===== config.mk =====
export PLATFORM = sky130hd
export DESIGN_NAME = centering_flat
export DESIGN_NICKNAME = d
export VERILOG_FILES = /design/src/rtl/centering_pkg.sv /design/src/rtl/centering_if.sv /design/src/rtl/centering_lane.sv /design/src/rtl/centering.sv /design/src/flat_wrapper.sv
export SDC_FILE = /design/constraint.sdc
export NUM_CORES = 1
export LEC_CHECK = 0
export ABC_AREA = 1
export CORE_MARGIN = 5
export CORE_UTILIZATION = 40
export DETAILED_ROUTE_END_ITERATION = 12
export GPL_TIMING_DRIVEN = 0
export PLACE_DENSITY = 0.63
export SYNTH_ARGS = -nofsm -noshare
export SYNTH_HDL_FRONTEND = slang
export SYNTH_SLANG_ARGS = --single-unit

===== constraint.sdc =====
create_clock -name CLK -period 2.5 [get_ports CLK]
set_input_delay 0.5 -clock CLK [delete_from_list [all_inputs] [get_ports CLK]]
set_output_delay 0.5 -clock CLK [all_outputs]
set_load 0.01 [all_outputs]

===== src/rtl/centering_pkg.sv =====
// Shared types and helpers for the FastICA centering front-end.
package cen_pkg;
  localparam int CEN_DATA_W = 26;

  typedef enum logic [2:0] {IDLE, ACC, DRAIN, MEAN, SUB, FLUSH, DONE} cen_state_e;

  // Clamp a DATA_W+1 signed value into the DATA_W signed range.
  function automatic logic signed [CEN_DATA_W-1:0] sat_narrow(input logic signed [CEN_DATA_W:0] d);
    if (d[CEN_DATA_W] != d[CEN_DATA_W-1])
      return d[CEN_DATA_W] ? {1'b1, {(CEN_DATA_W-1){1'b0}}} : {1'b0, {(CEN_DATA_W-1){1'b1}}};
    return d[CEN_DATA_W-1:0];
  endfunction
endpackage


===== src/rtl/centering_if.sv =====
// Sample-memory read port, raw/centered sample streams and status of the centering stage.
interface centering_if import cen_pkg::*; #(
  parameter int DATA_W = CEN_DATA_W,
  parameter int LOG2_N = 10
);
  logic                     GO_cen;
  logic                     RD_en;
  logic        [LOG2_N-1:0] RD_addr;
  logic signed [DATA_W-1:0] X1, X2, X3, X4;
  logic signed [DATA_W-1:0] Xcen1, Xcen2, Xcen3, Xcen4;
  logic                     Xcen_valid;
  logic signed [DATA_W-1:0] M1, M2, M3, M4;
  logic                     Cen_busy;
  logic                     Cen_done;

  modport master (
    input  GO_cen, X1, X2, X3, X4,
    output RD_en, RD_addr, Xcen1, Xcen2, Xcen3, Xcen4, Xcen_valid,
           M1, M2, M3, M4, Cen_busy, Cen_done
  );
  modport slave (
    output GO_cen, X1, X2, X3, X4,
    input  RD_en, RD_addr, Xcen1, Xcen2, Xcen3, Xcen4, Xcen_valid,
           M1, M2, M3, M4, Cen_busy, Cen_done
  );
endinterface


===== src/rtl/centering_lane.sv =====
// One channel: sum accumulator, mean register, saturating subtract and Xcen register.
module centering_lane import cen_pkg::*; #(
  parameter int DATA_W = CEN_DATA_W,
  parameter int LOG2_N = 10
) (
  input  logic                     clk,
  input  logic                     rst,
  input  logic                     clr,
  input  logic                     acc_en,
  input  logic                     mean_en,
  input  logic                     sub_en,
  input  logic signed [DATA_W-1:0] x,
  output logic signed [DATA_W-1:0] m,
  output logic signed [DATA_W-1:0] xcen
);
  localparam int ACC_W = DATA_W + LOG2_N;

  logic signed [ACC_W-1:0]  acc;
  logic signed [DATA_W:0]   diff;

  assign diff = {x[DATA_W-1], x} - {m[DATA_W-1], m};

  // Dropping the low LOG2_N bits of the sum is the floor divide by N.
  always_ff @(posedge clk) begin
    if (rst) begin
      acc  <= '0;
      m    <= '0;
      xcen <= '0;
    end else begin
      if (clr)         acc <= '0;
      else if (acc_en) acc <= acc + {{LOG2_N{x[DATA_W-1]}}, x};
      if (mean_en)     m    <= acc[ACC_W-1:LOG2_N];
      if (sub_en)      xcen <= sat_narrow(diff);
    end
  end
endmodule


===== src/rtl/centering.sv =====
// Two-pass centering: pass 1 forms channel means, pass 2 streams mean-subtracted samples.
module centering import cen_pkg::*; #(
  parameter int DATA_W    = CEN_DATA_W,
  parameter int LOG2_N    = 10,
  parameter int N_SAMPLES = 1024
) (
  input logic         CLK,
  input logic         RST,
  centering_if.master bus
);
  localparam int NUM_LANES = 4;

  cen_state_e                        state, state_nxt;
  logic [LOG2_N-1:0]                 cnt, cnt_nxt;
  logic                              clr, last, acc_vld, mean_en;
  logic [1:0]                        vld_pipe;
  logic [NUM_LANES-1:0][DATA_W-1:0]  x_arr, m_arr, xcen_arr;

  assign last = (cnt == LOG2_N'(N_SAMPLES - 1));

  always_ff @(posedge CLK) begin
    if (RST) begin
      state    <= IDLE;
      cnt      <= '0;
      acc_vld  <= 1'b0;
      vld_pipe <= '0;
    end else begin
      state    <= state_nxt;
      cnt      <= cnt_nxt;
      acc_vld  <= (state == ACC);
      vld_pipe <= {vld_pipe[0], state == SUB};
    end
  end

  always_comb begin
    state_nxt = state;
    cnt_nxt   = cnt;
    clr       = 1'b0;
    case (state)
      IDLE: begin
        cnt_nxt = '0;
        if (bus.GO_cen) begin
          clr       = 1'b1;
          state_nxt = ACC;
        end
      end
      ACC: begin
        cnt_nxt = cnt + 1'b1;
        if (last) state_nxt = DRAIN;
      end
      DRAIN: state_nxt = MEAN;
      MEAN:  state_nxt = SUB;
      SUB: begin
        cnt_nxt = cnt + 1'b1;
        if (last) state_nxt = FLUSH;
      end
      // Two cycles let the final reads land and reach the Xcen registers.
      FLUSH: begin
        cnt_nxt = cnt + 1'b1;
        if (cnt == LOG2_N'(1)) state_nxt = DONE;
      end
      DONE: begin
        cnt_nxt   = '0;
        state_nxt = IDLE;
      end
      default: begin
        cnt_nxt   = '0;
        state_nxt = IDLE;
      end
    endcase
  end

  assign bus.RD_en      = (state == ACC) || (state == SUB);
  assign bus.RD_addr    = bus.RD_en ? cnt : '0;
  assign bus.Cen_busy   = (state != IDLE) && (state != DONE);
  assign bus.Cen_done   = (state == DONE);
  assign bus.Xcen_valid = vld_pipe[1];
  assign mean_en        = (state == MEAN);

  assign x_arr = {bus.X4, bus.X3, bus.X2, bus.X1};

  centering_lane #(.DATA_W(DATA_W), .LOG2_N(LOG2_N)) u_lane [NUM_LANES-1:0] (
    .clk     (CLK),
    .rst     (RST),
    .clr     (clr),
    .acc_en  (acc_vld),
    .mean_en (mean_en),
    .sub_en  (vld_pipe[0]),
    .x       (x_arr),
    .m       (m_arr),
    .xcen    (xcen_arr)
  );

  assign bus.M1    = m_arr[0];
  assign bus.M2    = m_arr[1];
  assign bus.M3    = m_arr[2];
  assign bus.M4    = m_arr[3];
  assign bus.Xcen1 = xcen_arr[0];
  assign bus.Xcen2 = xcen_arr[1];
  assign bus.Xcen3 = xcen_arr[2];
  assign bus.Xcen4 = xcen_arr[3];
endmodule


===== src/flat_wrapper.sv =====
// flat-port wrapper written by rule: the top's interface ports become plain ports
module centering_flat import cen_pkg::*;
#(
  parameter int DATA_W    = CEN_DATA_W,
  parameter int LOG2_N    = 10,
  parameter int N_SAMPLES = 1024
)
  (CLK, RST, bus_GO_cen, bus_X1, bus_X2, bus_X3, bus_X4, bus_RD_en, bus_RD_addr, bus_Xcen1, bus_Xcen2, bus_Xcen3, bus_Xcen4, bus_Xcen_valid, bus_M1, bus_M2, bus_M3, bus_M4, bus_Cen_busy, bus_Cen_done);
  centering_if #(.DATA_W(DATA_W), .LOG2_N(LOG2_N)) bus_i ();
  input logic CLK;
  input logic RST;
  input wire logic [$bits(bus_i.GO_cen)-1:0] bus_GO_cen;
  input wire logic [$bits(bus_i.X1)-1:0] bus_X1;
  input wire logic [$bits(bus_i.X2)-1:0] bus_X2;
  input wire logic [$bits(bus_i.X3)-1:0] bus_X3;
  input wire logic [$bits(bus_i.X4)-1:0] bus_X4;
  output wire logic [$bits(bus_i.RD_en)-1:0] bus_RD_en;
  output wire logic [$bits(bus_i.RD_addr)-1:0] bus_RD_addr;
  output wire logic [$bits(bus_i.Xcen1)-1:0] bus_Xcen1;
  output wire logic [$bits(bus_i.Xcen2)-1:0] bus_Xcen2;
  output wire logic [$bits(bus_i.Xcen3)-1:0] bus_Xcen3;
  output wire logic [$bits(bus_i.Xcen4)-1:0] bus_Xcen4;
  output wire logic [$bits(bus_i.Xcen_valid)-1:0] bus_Xcen_valid;
  output wire logic [$bits(bus_i.M1)-1:0] bus_M1;
  output wire logic [$bits(bus_i.M2)-1:0] bus_M2;
  output wire logic [$bits(bus_i.M3)-1:0] bus_M3;
  output wire logic [$bits(bus_i.M4)-1:0] bus_M4;
  output wire logic [$bits(bus_i.Cen_busy)-1:0] bus_Cen_busy;
  output wire logic [$bits(bus_i.Cen_done)-1:0] bus_Cen_done;
  assign bus_i.GO_cen = bus_GO_cen;
  assign bus_i.X1 = bus_X1;
  assign bus_i.X2 = bus_X2;
  assign bus_i.X3 = bus_X3;
  assign bus_i.X4 = bus_X4;
  assign bus_RD_en = bus_i.RD_en;
  assign bus_RD_addr = bus_i.RD_addr;
  assign bus_Xcen1 = bus_i.Xcen1;
  assign bus_Xcen2 = bus_i.Xcen2;
  assign bus_Xcen3 = bus_i.Xcen3;
  assign bus_Xcen4 = bus_i.Xcen4;
  assign bus_Xcen_valid = bus_i.Xcen_valid;
  assign bus_M1 = bus_i.M1;
  assign bus_M2 = bus_i.M2;
  assign bus_M3 = bus_i.M3;
  assign bus_M4 = bus_i.M4;
  assign bus_Cen_busy = bus_i.Cen_busy;
  assign bus_Cen_done = bus_i.Cen_done;
  centering #(.DATA_W(DATA_W), .LOG2_N(LOG2_N), .N_SAMPLES(N_SAMPLES)) u_core (.CLK(CLK), .RST(RST), .bus(bus_i));
endmodule

* Word-level counts from Yosys, hierarchy flattened
Cells that the tools add are included.
** Word-level totals
- Bits in registers :: 368
- Bits in latches :: 0
- Bits in writable memories :: 0
- ROM bits :: 0
- Input bits :: 107
- Output and inout bits :: 222
- Word-level logic and storage cells :: 83
- Memories kept :: 0
** Cells by class
- Add/sub/neg operators :: 9
- Multiply operators :: 0
- Div/mod/pow operators :: 0
- $lt $le $gt $ge :: 0
- Equality and inequality tests :: 17
- Shifts and indexed selects :: 0
- Mux-type cells :: 33
- Bitwise gates (word level) :: 0
- Reduce and logical (&&, ||, !) cells :: 8
** Operators with widths (number)
- $mux 26 :: 12
- $add 36x36->36 :: 4
- $sub 26x26->27 :: 4
- $pmux 10 s2 :: 1
- $pmux 3 s6 :: 1
- $mux 1 :: 14
- $mux 3 :: 4
- $add 10x1->10 const B :: 1
- $eq 10x1->1 const B :: 1
- $eq 10x10->1 const B :: 1
- $mux 10 :: 1
- $eq 3x3->1 const B :: 3
- $eq 3x2->1 const B :: 2
- $ne 2x1->1 const B :: 3
- $ne 1x1->1 :: 4
- $reduce_and 4->1 :: 1
- $reduce_or 2->1 :: 2
- $eq 3x1->1 const B :: 1
- $logic_not 3->1 :: 1
- $ne 3x3->1 const B :: 1
- $reduce_bool 3->1 :: 1
- $reduce_or 3->1 :: 1
- $ne 2x2->1 const B :: 1
- $logic_and 1x1->1 :: 1
- $logic_or 1x1->1 :: 1

* Logic depth before layout (Yosys ltp)
- Depth in word-level cells :: 6
- Gate-level depth with buffers :: 16

* Cells and area by module
A second synthesis with hierarchy kept.
** Unflattened totals
- Cell total of the unflattened synthesis :: 4845
- Area total of the unflattened synthesis :: 30111.4 µm²
** By module, submodules not included
- centering_lane at u_core.u_lane[0] ... :: instances 2, cells each 1186, area an instance 7327.0 µm², seq. area each 1761.7 µm²
- centering_lane at u_core.u_lane[2] ... :: instances 2, cells each 1170, area an instance 7265.7 µm², seq. area each 1761.7 µm²
- centering :: instances 1, cells each 133, area an instance 925.9 µm², seq. area each 320.3 µm²

* Least setup slack after synthesis
OpenSTA, ideal clock, no wires.
- Kind :: input -> register
- Start :: input bus_X3[0]
- End :: register u_core.u_lane[2].xcen[10]
- Setup time :: 0.119 ns
- Arrival :: 2.094 ns
- Required time :: 2.381 ns
- Slack :: 0.286 ns
- Stages on the path :: 12
- Path buffers :: 1
- Path through :: inv_1 ha_1 fa_1 inv_1 nand3_1 nand3_2 nand2_1 nand3_1 nand2_1 a21oi_4 buf_6 a21oi_1
** On the way
- Cells in the longest elaborated chain, start to end :: 6
** RTL lines
- from (decl) :: line flat_wrapper.sv:15 : input wire logic [$bits(bus_i.X3)-1:0] bus_X3;
- $sub 26x26->27 (*) :: line centering_lane.sv:21 : assign diff = {x[DATA_W-1], x} - {m[DATA_W-1], m};
- $ne 1x1->1 :: line centering_pkg.sv:9 : if (d[CEN_DATA_W] != d[CEN_DATA_W-1])
- $mux 1 :: line centering_pkg.sv:9
- $mux 1 :: line centering_lane.sv:33 : if (sub_en) xcen <= sat_narrow(diff);
- $mux 1 :: line centering_lane.sv:25 : if (rst) begin
- $mux 26 (*) :: line centering_pkg.sv:11 : return d[CEN_DATA_W-1:0];
- to (signal assigned) :: line centering_lane.sv:33
- to (decl) :: line centering_lane.sv:14 : output logic signed [DATA_W-1:0] xcen
Every way passes the cells marked *; elsewhere a longest branch is shown, timed or not. The select of a mux whose other input is x is not followed.
A chain may end at the register's enable or synchronous reset.

* Worst setup path after layout
- Start :: input bus_X2[21]
- End :: register u_core.u_lane[1].xcen[14]
** On the way
- Cells in the longest elaborated chain, start to end :: 6
** RTL lines
- from (decl) :: line flat_wrapper.sv:14 : input wire logic [$bits(bus_i.X2)-1:0] bus_X2;
- $sub 26x26->27 (*) :: line centering_lane.sv:21
- $ne 1x1->1 :: line centering_pkg.sv:9
- $mux 1 :: line centering_pkg.sv:9
- $mux 1 :: line centering_lane.sv:33
- $mux 1 :: line centering_lane.sv:25
- $mux 26 (*) :: line centering_pkg.sv:11
- to (signal assigned) :: line centering_lane.sv:33
- to (decl) :: line centering_lane.sv:14
Marked as above.

==> out/results.ini <==
[run_status]
run_status=completed

[logic_synthesis]
ys_async_sr_fraction_pct=0
postSynthNetCount=5144
ys_seq_elements=368
seq_area_frac_synth_pct=24.77
synth-edff-count=0
synth.avg_cell_area_um2=6.218
synthFlopType=sky130_fd_sc_hd__dfxtp_1
synth_cell_types=48
synthesis.area_um2=29740
number_of_cells_produced_by_synthesis=4783
synthesis.yosys.warnings=0

[routing]
drtIter0Drc=2153
totalWireLength_um=114600
detail_route.vias_per_cell=5.229
final_antenna_net_count=0
first_pass_drt_iterations=6
drc=0
routed-via-count=32317
post_drt_wl_per_cell_um=18.55

[power_and_ir_drop]
clkPwrFrac_pct=29.1
share_comb_of_total_power_pct=42.3
ir_worst_vdd_mv=0.4520
p_leak_nw=17.27
switching_fraction_pct=41.62
switching_pwr_mw=10.17
powerDensity_nw_per_um2=664.1
internal-power_mw=14.27
power.sequential.fraction_pct=28.6

[global_route]
global_route_wire_length_before_repair_um=172100
first_global_vias=30305
grtUsageTotal_pct=27.29
grt_remaining_overflow=0
grt_start_max_net_pins=19
antenna_found_initial=0

[floorplan]
num_io_pins=329
fp.dieArea_um2=79900
coreArea_um2=74070
start_util_pct=40.15
die_span_in_y_um=282.7
rows=100
die_width_um=282.7

[setup_path]
timing.critical_path.required_ns=2.98
launching_element_type_of_the_critical_path=primary input
setup.worst_path.class=primary input to flip-flop
arrival_ns=2.93
worstPathMaxFanout=10
endpoint_type_of_the_worst_setup_path=flip-flop

[clock_network]
cts.reportedPaths.clkPinSlew_ns=0.06
cts-root-buf=sky130_fd_sc_hd__clkbuf_16
tritoncts_clock_tree=yes
clockBufferDepth=3
cts_sinks=368
number_of_clock_buffers_inserted_by_tritoncts=47
clk-insertion-delay-late_ns=0.61
cts_hold_repair.buffers=0
cts_htree_levels=2

[timing]
layout_worst_path_cycle_share_pct=97.98
final_period_minus_worst_setup_slack_ns=2.449
grt_setup_unrepaired=yes
report.final.hold_viol_count=0
fmax_mhz=408.3
max_slew_headroom_at_the_worst_pin_pct=24.68
fin_setup_tns_ns=0
max_slew.worst_pin.slew_ns=1.130
final-max-slew-violation-count=0
final_critical_path_setup_slack_ns=0.05053
setup_viol=0
finClkSkew_ns=0.02468

[placement]
place.detailed.instances=6079
place_congestion=0.9733
dp_worst_setup_slack_ns=-1.096
placedInstanceArea_um2=34230
place.port_buffers=327
hpwl_um=94440

[finish]
fin_util_pct=49.69
finalNetCount=5535
antenna-diode-count=0
final_area_um2=36800
syn_to_final_growth_pct=23.75
drive_gt1_share_pct=7.388
final_cell_count_no_fill=6180

[hold_path]
type_of_the_worst_min_delay_path=primary input to flip-flop

[run]
cap_violations=0

-- worst max-delay path: stages --
cell and delay, ns:
sky130_fd_sc_hd__clkdlybuf4s50_1 0.61, sky130_fd_sc_hd__ha_2 0.37, sky130_fd_sc_hd__nand2_1 0.14, sky130_fd_sc_hd__inv_1 0.06
sky130_fd_sc_hd__nand2_1 0.07, sky130_fd_sc_hd__nand2_1 0.09, sky130_fd_sc_hd__a21oi_2 0.19, sky130_fd_sc_hd__nand3_1 0.11
sky130_fd_sc_hd__nand2_1 0.11, sky130_fd_sc_hd__nand2_4 0.11, sky130_fd_sc_hd__a21oi_4 0.19, sky130_fd_sc_hd__buf_12 0.16
sky130_fd_sc_hd__buf_6 0.14, sky130_fd_sc_hd__a21oi_1 0.06
-- power groups by stage --
stage                     logic [mW]  clock network, mW  registers (mW)
after floorplan                 6.54                  0            7.00
after global placement          9.81                  0            7.09
after detailed placement        9.84                  0            7.10
after CTS                       9.91               7.24            6.98
after global routing            11.5               7.47            7.05
final                           10.3               7.11            7.00
-- cell usage in the layout, fill, tap and decap left out, types with 67 or more instances in the layout --
cell type / count
sky130_fd_sc_hd__o21ai_0: 380
sky130_fd_sc_hd__ha_1: 182
sky130_fd_sc_hd__inv_1: 713
sky130_fd_sc_hd__a21oi_2: 67
sky130_fd_sc_hd__nand2_1: 1087
sky130_fd_sc_hd__dfxtp_1: 344
sky130_fd_sc_hd__clkdlybuf4s50_1: 279
sky130_fd_sc_hd__xor2_1: 105
sky130_fd_sc_hd__nand3_1: 247
sky130_fd_sc_hd__nor2_1: 519
sky130_fd_sc_hd__a21oi_1: 503
sky130_fd_sc_hd__clkbuf_1: 84
-- final timing paths --
kind	from	to	slack [ns]	cells past startpoint
setup / recovery	bus_X2[21]	u_core.u_lane[1].xcen[14]	0.05	14
hold / removal	RST	u_core.acc_vld	0.29	2
setup reg to reg	u_core.u_lane[1].m[9]	u_core.u_lane[1].xcen[14]	0.07	14
hold reg to reg	u_core.u_lane[3].acc[2]	u_core.u_lane[3].acc[2]	0.47	2
-- stage by stage --
| step | total power, mW | hold WS, ns |
|---|---|---|
| floorplan | 13.54 | 0.4447 |
| global placement | 16.89 | 0.4532 |
| detailed placement | 16.94 | 0.4596 |
| CTS | 24.13 | 0.2622 |
| global route | 25.98 | 0.3296 |
| finish | 24.44 | 0.2903 |
-- kinds of logic (layout without fill, tap and decap cells) --
family / after synthesis / after routing / synth area share [%]
DFF: 368 / 368 / 24.77
buffers and inverters: 840 / 1268 / 10.98
adders and majority gates: 254 / 254 / 10.89
and+or+nand+nor: 2071 / 2071 / 28.84
xor gates and xnor gates: 137 / 137 / 4.035
AOI/OAI and AO/OA: 1113 / 1113 / 20.49
-- repair_timing --
action	CTS	global route
buffers inserted	7	7
endpoints found under the hold margin	0	0
resized for setup	59	223
pin swaps	4	9
endpoints found under the setup margin	166	179
gates cloned	0	3
-- routing by layer --
metal	vias up	track usage [%]	share of wire, %	wire, um
met5	-	0	0	0
met1	14984	35.75	44	50760
met2	807	47.93	48	54690
li1	16372	-	-	-
met4	0	7.108	2.9	3350
met3	154	3.145	5.1	5833
-- area by class of cell --
cell class / count / area, um2
clock inverters: 23 / 247.7
repair buffers: 344 / 3475
multi-input cells: 3575 / 19830
plain buffers: 120 / 585.6
clock buffers: 63 / 1358
inverters: 718 / 2696
well taps: 969 / 1212
flip-flops and latches: 368 / 7400
fillers: 7886 / 37270
-- sequential cells by signal (all words and copies together) (netlist names) --
register and flops:
u_core.vld_pipe 2, u_core.cnt 10, u_core.u_lane.xcen 104, u_core.u_lane.acc 144, u_core.u_lane.m 104, u_core.acc_vld 1
u_core.state 3
-- cells in the mapped netlist, drive strengths merged (21+ instances only) --
library cell	number	share of area [%]
nor3	59	1.0
buf	33	0.80
ha	246	10
a21o	36	0.91
o21ai	393	6.6
o211ai	21	0.53
nor2	544	7.0
o21bai	54	1.4
nand3	255	4.4
nand4	53	1.1
xnor2	32	0.94
inv	717	9.0
xor2	105	3.1
clkbuf	89	1.1
a21oi	576	10
dfxtp	368	25
nand2	1118	14
Note: power is estimated with default switching activity, not from simulation.
